==> src/rtl/lsu_sram_ctrl.sv <==
// Load/store controller driving the master side of a single-port SRAM: alignment check,
// byte masks, store replication and load extension. Optional read timeout: LSU_TIMEOUT_EN.
module lsu_sram_ctrl #(
    parameter int DATA_WIDTH     = 32,
    parameter int ADDR_WIDTH     = 32,
    parameter int TIMEOUT_CYCLES = 255
) (
    input  logic                    clk,
    input  logic                    rst,
    input  logic                    req_valid,
    output logic                    req_ready,
    input  logic                    req_we,
    input  logic [1:0]              req_size,
    input  logic                    req_unsigned,
    input  logic [ADDR_WIDTH-1:0]   req_addr,
    input  logic [DATA_WIDTH-1:0]   req_wdata,
    output logic                    resp_valid,
    output logic [DATA_WIDTH-1:0]   resp_rdata,
    output logic                    resp_misalign,
    output logic                    resp_timeout,
    output logic                    busy,
    output logic [ADDR_WIDTH-1:0]   sram_rd_addr,
    output logic                    sram_rd_en,
    input  logic                    sram_rd_valid,
    input  logic [DATA_WIDTH-1:0]   sram_rd_data,
    output logic [ADDR_WIDTH-1:0]   sram_wr_addr,
    output logic                    sram_wr_en,
    output logic [DATA_WIDTH-1:0]   sram_wr_data,
    output logic [DATA_WIDTH/8-1:0] sram_w_mask
);
    localparam int NUM_OF_BYTES = DATA_WIDTH / 8;

    typedef enum logic [1:0] {
        IDLE = 2'd0,
        WR   = 2'd1,
        RD   = 2'd2,
        RESP = 2'd3
    } state_t;

    state_t state_reg, state_next;

    logic                    accept;
    logic                    fault;
    logic [NUM_OF_BYTES-1:0] mask_next;
    logic [DATA_WIDTH-1:0]   wdata_rep;
    logic [DATA_WIDTH-1:0]   rd_shifted;
    logic [DATA_WIDTH-1:0]   load_ext;
    logic                    rd_timeout;

    logic [ADDR_WIDTH-1:0]   addr_reg;
    logic [1:0]              size_reg;
    logic                    uns_reg;
    logic [1:0]              off_reg;
    logic [NUM_OF_BYTES-1:0] mask_reg;
    logic [DATA_WIDTH-1:0]   wdata_reg;
    logic [DATA_WIDTH-1:0]   rdata_reg;
    logic                    misalign_reg;

    assign accept = (state_reg == IDLE) && req_valid;

    always_comb begin
        fault = 1'b0;
        case (req_size)
            2'd0:    fault = 1'b0;
            2'd1:    fault = req_addr[0];
            2'd2:    fault = |req_addr[1:0];
            default: fault = 1'b1;
        endcase
    end

    always_comb begin
        mask_next = '1;
        case (req_size)
            2'd0:    mask_next = {{(NUM_OF_BYTES-1){1'b0}}, 1'b1} << req_addr[1:0];
            2'd1:    mask_next = {{(NUM_OF_BYTES-2){1'b0}}, 2'b11} << req_addr[1:0];
            default: mask_next = '1;
        endcase
    end

    // Each byte lane carries the store byte/half that lands on it, so the mask alone selects the write.
    for (genvar gi = 0; gi < NUM_OF_BYTES; gi++) begin : g_lane
        always_comb begin
            case (req_size)
                2'd0:    wdata_rep[gi*8 +: 8] = req_wdata[7:0];
                2'd1:    wdata_rep[gi*8 +: 8] = req_wdata[(gi%2)*8 +: 8];
                default: wdata_rep[gi*8 +: 8] = req_wdata[gi*8 +: 8];
            endcase
        end
    end

    assign rd_shifted = sram_rd_data >> {off_reg, 3'b000};

    always_comb begin
        load_ext = rd_shifted;
        case (size_reg)
            2'd0: load_ext = uns_reg ? {{(DATA_WIDTH-8){1'b0}}, rd_shifted[7:0]}
                                     : {{(DATA_WIDTH-8){rd_shifted[7]}}, rd_shifted[7:0]};
            2'd1: load_ext = uns_reg ? {{(DATA_WIDTH-16){1'b0}}, rd_shifted[15:0]}
                                     : {{(DATA_WIDTH-16){rd_shifted[15]}}, rd_shifted[15:0]};
            default: load_ext = rd_shifted;
        endcase
    end

`ifdef LSU_TIMEOUT_EN
    localparam int CNT_W = ($clog2(TIMEOUT_CYCLES + 1) > 8) ? $clog2(TIMEOUT_CYCLES + 1) : 8;

    logic [CNT_W-1:0] cnt_reg;
    logic             timeout_reg;

    // Count reaches TIMEOUT_CYCLES at the end of this cycle; a same-cycle rd_valid still wins.
    assign rd_timeout = (state_reg == RD) && !sram_rd_valid
                        && (cnt_reg == CNT_W'(TIMEOUT_CYCLES - 1));

    always_ff @(posedge clk or posedge rst) begin
        if (rst) begin
            cnt_reg     <= '0;
            timeout_reg <= 1'b0;
        end else if (accept) begin
            cnt_reg     <= '0;
            timeout_reg <= 1'b0;
        end else if (state_reg == RD && !sram_rd_valid) begin
            cnt_reg <= cnt_reg + 1'b1;
            if (rd_timeout) begin
                timeout_reg <= 1'b1;
            end
        end
    end
`else
    assign rd_timeout = 1'b0;
`endif

    always_ff @(posedge clk or posedge rst) begin
        if (rst) begin
            state_reg <= IDLE;
        end else begin
            state_reg <= state_next;
        end
    end

    always_comb begin
        state_next = state_reg;
        case (state_reg)
            IDLE: begin
                if (req_valid) begin
                    if (fault) begin
                        state_next = RESP;
                    end else if (req_we) begin
                        state_next = WR;
                    end else begin
                        state_next = RD;
                    end
                end
            end
            WR:      state_next = IDLE;
            RD:      if (sram_rd_valid || rd_timeout) state_next = RESP;
            RESP:    state_next = IDLE;
            default: state_next = IDLE;
        endcase
    end

    always_ff @(posedge clk or posedge rst) begin
        if (rst) begin
            addr_reg     <= '0;
            size_reg     <= 2'd0;
            uns_reg      <= 1'b0;
            off_reg      <= 2'd0;
            mask_reg     <= '0;
            wdata_reg    <= '0;
            rdata_reg    <= '0;
            misalign_reg <= 1'b0;
        end else if (accept) begin
            addr_reg     <= {req_addr[ADDR_WIDTH-1:2], 2'b00};
            size_reg     <= req_size;
            uns_reg      <= req_unsigned;
            off_reg      <= req_addr[1:0];
            mask_reg     <= mask_next;
            wdata_reg    <= wdata_rep;
            rdata_reg    <= '0;
            misalign_reg <= fault;
        end else if (state_reg == RD && sram_rd_valid) begin
            rdata_reg <= load_ext;
        end
    end

    always_comb begin
        req_ready     = (state_reg == IDLE);
        busy          = (state_reg != IDLE);
        sram_wr_en    = (state_reg == WR);
        sram_rd_en    = (state_reg == RD);
        sram_wr_addr  = sram_wr_en ? addr_reg  : '0;
        sram_wr_data  = sram_wr_en ? wdata_reg : '0;
        sram_w_mask   = sram_wr_en ? mask_reg  : '0;
        sram_rd_addr  = sram_rd_en ? addr_reg  : '0;
        resp_valid    = (state_reg == WR) || (state_reg == RESP);
        resp_rdata    = (state_reg == RESP) ? rdata_reg : '0;
        resp_misalign = (state_reg == RESP) && misalign_reg;
`ifdef LSU_TIMEOUT_EN
        resp_timeout  = (state_reg == RESP) && timeout_reg;
`else
        resp_timeout  = 1'b0;
`endif
    end

endmodule

==> config.mk <==
export PLATFORM = sky130hd
export DESIGN_NAME = lsu_sram_ctrl
export DESIGN_NICKNAME = d
export VERILOG_FILES = /design/src/rtl/lsu_sram_ctrl.sv
export SDC_FILE = /design/constraint.sdc
export NUM_CORES = 1
export LEC_CHECK = 0
export ABC_AREA = 1
export CORE_MARGIN = 2
export CORE_UTILIZATION = 55
export CTS_BUF_LIST = sky130_fd_sc_hd__clkbuf_4
export CTS_CLUSTER_SIZE = 30
export DETAILED_ROUTE_END_ITERATION = 8
export DONT_BUFFER_PORTS = 1
export GPL_ROUTABILITY_DRIVEN = 0
export PLACE_DENSITY = 0.82
export SYNTH_ARGS = -nofsm -noshare
export SYNTH_HDL_FRONTEND = slang
export SYNTH_SLANG_ARGS = --single-unit
==> constraint.sdc <==
create_clock -name clk -period 9.1 [get_ports clk]
set_input_delay 0.91 -clock clk [delete_from_list [all_inputs] [get_ports clk]]
set_output_delay 0.91 -clock clk [all_outputs]
set_load 0.01 [all_outputs]
# [After elaboration in Yosys (flattened, before gate mapping)]
# Index checks and enable logic that the tools add are counted.
[totals] elab_cells=53 reg_bits=106 ramBits=0 latchBits=0 romBits=0 in_bits=104 mem_count=0 out_inout_bits=139
[classes] eq_ne=8 addsub=0 magnitude_cmp=0 bitwise_logic=0 n_mux=20 n_shift=3 n_reduce_logical=13 n_div=0 multipliers=0
[op_table] operator="two-way mux 32 bit" n=8
[op_table] operator="one-hot mux 32 bit (2 select lines)" n=1
[op_table] operator="right shift 32 x 5 -> 32 bit" n=1
[op_table] operator="two-way mux 8 bit" n=2
[op_table] operator="one-hot mux 8 bit (2 select lines)" n=1
[op_table] operator="two-way mux 2 bit" n=4
[op_table] operator="one-hot mux 4 bit (2 select lines)" n=1
[op_table] operator="== test 2 x 1 -> 1 bit (second input constant)" n=3
[op_table] operator="== test 2 bit (second input constant)" n=3
[op_table] operator="logical NOT 2 bit" n=3
[op_table] operator="one-hot mux 2 bit (3 select lines)" n=1
[op_table] operator="OR reduction 2 bit" n=3
[op_table] operator="two-way mux 4 bit" n=1
[op_table] operator="nonzero test 2 bit" n=2
[op_table] operator="<< shifter 1 x 2 -> 4 bit (first input constant)" n=1
[op_table] operator="<< shifter 2 x 2 -> 4 bit (first input constant)" n=1
[op_table] operator="logical AND 1 bit" n=3
[op_table] operator="one-hot mux 1 bit (3 select lines)" n=1
[op_table] operator="inequality test 2 x 1 -> 1 bit (second input constant)" n=1
[op_table] operator="inequality test 2 bit (second input constant)" n=1
[op_table] operator="AND reduction 2 bit" n=1
[op_table] operator="logical OR 1 bit" n=1

# [Logic depth before layout (Yosys ltp)]
[logic_depth] ltp_word=5 mapped_depth=10 mapped_depth_nobuf=8

# [Worst setup path after synthesis]
# OpenSTA, ideal clock, no wires.
[synth_timing] path_kind="register to output" startpoint="reg state_reg[0]" endpoint="out sram_w_mask[0]" path_buffers=2 setup_slack_ps=6928 arrival_time_ps=1262 required_ps=8190 path_stages_with_launch=7 cell_sequence="dfrtp_1 -> inv_2 -> nor2_1 -> inv_2 -> buf_2 -> buf_2 -> nor2_1"
[synth_via] elab_chain_len=2
[synth_rtl] element="from (decl)" line_no="40" text="state_t state_reg, state_next;"
[synth_rtl] element="from (signal assigned)" line_no="136" text="state_reg <= state_next;"
[synth_rtl] element="== test 2 x 1 -> 1 bit" line_no="188" text="sram_wr_en = (state_reg == WR);"
[synth_rtl] element="net sram_wr_en" line_no="27" text="output logic sram_wr_en,"
[synth_rtl] element="two-way mux 4 bit" line_no="192" text="sram_w_mask = sram_wr_en ? mask_reg : '0;"
[synth_rtl] element="to (decl)" line_no="29" text="output logic [DATA_WIDTH/8-1:0] sram_w_mask"
# The timed path passes the listed nets, and every way through them passes these cells.

# [Final worst setup path]
[layout_timing] startpoint="reg state_reg[0]" endpoint="out sram_w_mask[3]"
# Same word-level chain as after synthesis.

==> key figures <==
Clocking
  • Buffer count from post-CTS setup fixing: 0
  • Max clock buf depth: 2
  • Number of gates given a new drive strength after cts: 0
  • TritonCTS clock tree: built
  • Later-pin clock latency in the skew report: 0.44 ns
  • TritonCTS Sinks: 106
  • Hold-fix buffers at CTS: 0
  • Clock transition at the registers of the reported paths: 0.17 ns
  • Cts bufs inserted: 9
  • Deepest level of the CTS H-tree: 3
  • Clock root buffer: clkbuf_4

Finish
  • Combined flip-flop and latch cell area: 2650 um2
  • Most common library cell in the layout ignoring fill and taps: nand2_1
  • Count of inserted antenna diode cells: 0
  • Fraction of layout instances using a drive strength above 1: 4.49%
  • Most used cells in the layout excluding fill and tap cells: 217 x nand2_1, 145 x nor2_1, 111 x inv_1, 106 x dfrtp_1, 56 x o21ai_0
  • Fillcell total: 1012
  • Multi-input logic area: 2460 um2
  • Number of nets in the layout: 900
  • Layout-stage area growth over the synthesis result: 0.469%

Timing
  • Fin crit period: 3.10 ns
  • Total count of max-transition violations in the final report: 0
  • Crit share post-route: 34.1%
  • Setup_tns: 0 ns
  • Setup repair after global routing missed its margin: false
  • Worst rel slew slack: 27.5%
  • Setup Viol. Count Final: 0
  • Hold_ws: 0.397 ns
  • Layout Skew: 0.0203 ns
  • Slew at the pin closest to its max-slew limit: 1.09 ns
  • Maximum operating frequency: 0.322 GHz
  • Worst path setup slack after routing: 6.00 ns
  • Total count of hold-check failures in the final report: 0

Pwr
  • Leakage power total: 2.99 nW
  • Total power: 1.96 mW
  • Cell Pwr Density: 333 nW/um2
  • Max VDD drop: 0.137 mV

Routing
  • Met3 Routed Length: 1.29 mm
  • Vias: 5181
  • DR vias/cell: 5.53
  • DR DRC count: 0
  • Detailed-routing wirelength on met1: 6.00 mm
  • Average wire length per cell after detail routing: 15.9 um
  • Detailed router's first-iteration violation count: 418
  • Highest routed layer: met4
  • WL final: 14.9 mm
  • Routed length on met2: 7.22 mm
  • Final antenna-violating net count: 0
  • First-pass iteration count of the detailed router: 5

Worst setup path
  • Data required time at the worst endpoint: 8.19 ns
  • Number of cells traversed by the worst register-to-register path: 6
  • Worst setup EP type: output port
  • WS Path Type: flop to output port
  • Startpoint type of the worst setup path: flop
  • Worst setup slack for register-to-register paths: 6.57 ns
  • Worst Path Arrival: 2.19 ns
  • Critical R2R Capture: wdata_reg[20]
  • R2R Path Start: state_reg[0]
  • Max Fanout on Critical Path: 66

Floorplan
  • Standard-cell row count: 37
  • IO Pins: 243
  • Die area: 11500 um2
  • Placeable core region: 10300 um2
  • Initial core utilization: 56.9%
  • Overall die width: 107 um
  • Vertical die dimension: 107 um

Logic synthesis
  • Fraction of synthesized cell area taken by the top area cell type: 45.2%
  • Register bit count reported by yosys: 106
  • Distinct cells, synth: 26
  • Warnings from Yosys: 0
  • Cells after Synth: 836
  • Post-Syn Area: 5870 um2
  • Mean post-synth cell area: 7.02 um2
  • Fraction of the yosys area taken by sequential cells: 45.2%
  • Ranking of synthesized cells by area: dfrtp_1 45%, nand2_1 14%, nor2_1 9.3%, inv_1 7.2%, o21ai_0 4.8%
  • Cell type with the highest aggregate area in the netlist: dfrtp_1

Global routing
  • Global-route wire length before repair: 23.1 mm
  • Number of global-route vias before repair: 4785
  • Maximum number of pins on one net before global-route repair: 109
  • Total global routing overflow: 0
  • Antenna violations before repair: 0
  • Overall Global Routing Usage: 25.5%

Placement
  • # port buffers: 0
  • Setup Slack @ Placement: 6.45 ns
  • Detail Placement HPWL: 10.6 mm

Run
  • MaxCap Viol Count: 0

Worst hold path
  • Type of the worst min-delay path: primary input to asynchronous set/reset pin

Run status
  • Result of the run: finished, final reports clean
-- worst max-delay path, stage by stage (launching register included) --
cell and delay [ns]:
dfrtp_1 0.55, inv_2 0.07, nor2_1 0.27, inv_2 0.43, nor2_1 0.38
-- cell families after synthesis --
kind of cell	count (synthesis)	share of synthesized area [%]
compound gates	128	12.3
buf+inv	178	13.2
simple gates	423	29.3
flops	106	45.2
other cells	1	0.0639
-- power breakdown --
part	switching, mW	internal, mW
registers	0.107	0.678
clock network	0.165	0.0863
logic	0.677	0.250
total	0.948	1.01
-- Yosys cell counts (all sizes together) --
cell and count:
a21oi 26, a22oi 10, a31oi 9, buf 37
clkbuf 20, clkinv 1, conb 1, dfrtp 106
inv 120, nand2 222, nand3 54, nor2 147
o211ai 16, o21ai 67
-- worst max-delay path by stage --
stage	startpoint	end	slack, ns	cells past startpoint
after CTS	state_reg[0]	sram_w_mask[3]	5.98	4
after global placement	req_valid	wdata_reg[20]	6.53	5
final	state_reg[0]	sram_w_mask[3]	6.00	4
after global routing	state_reg[0]	resp_rdata[9]	5.84	2
after floorplan	rst	addr_reg[10]	5.40	1
after detailed placement	req_valid	wdata_reg[20]	6.45	5
-- final cells by class --
type,instances,area share [%]
Tap cell,136,2.89
Inverter,121,7.83
Timing Repair Buffer,2,0.255
Sequential cell,106,45.0
Clock inverter,7,1.25
Multi-Input combinational cell,556,41.7
Clock buffer,9,1.15
-- layer usage --
| metal | GRT usage, % | vias up |
|---|---|---|
| met1 | 33.2 | 2436 |
| met3 | 5.39 | 33 |
| li1 | - | 2480 |
| met2 | 41.7 | 232 |
| met4 | 9.83 | 0 |
| met5 | 0 | - |
-- metrics by stage --
stage | util, % | area [um2] | cells
2_1_floorplan | - | 5890 | 840
3_3_place_gp | 55.8 | 5760 | 921
3_5_place_dp | 55.8 | 5760 | 921
4_1_cts | 57.1 | 5900 | 937
5_1_grt | 57.1 | 5900 | 937
6_report | 57.1 | 5900 | 937
No activity file was read; power rests on OpenSTA's default activity.
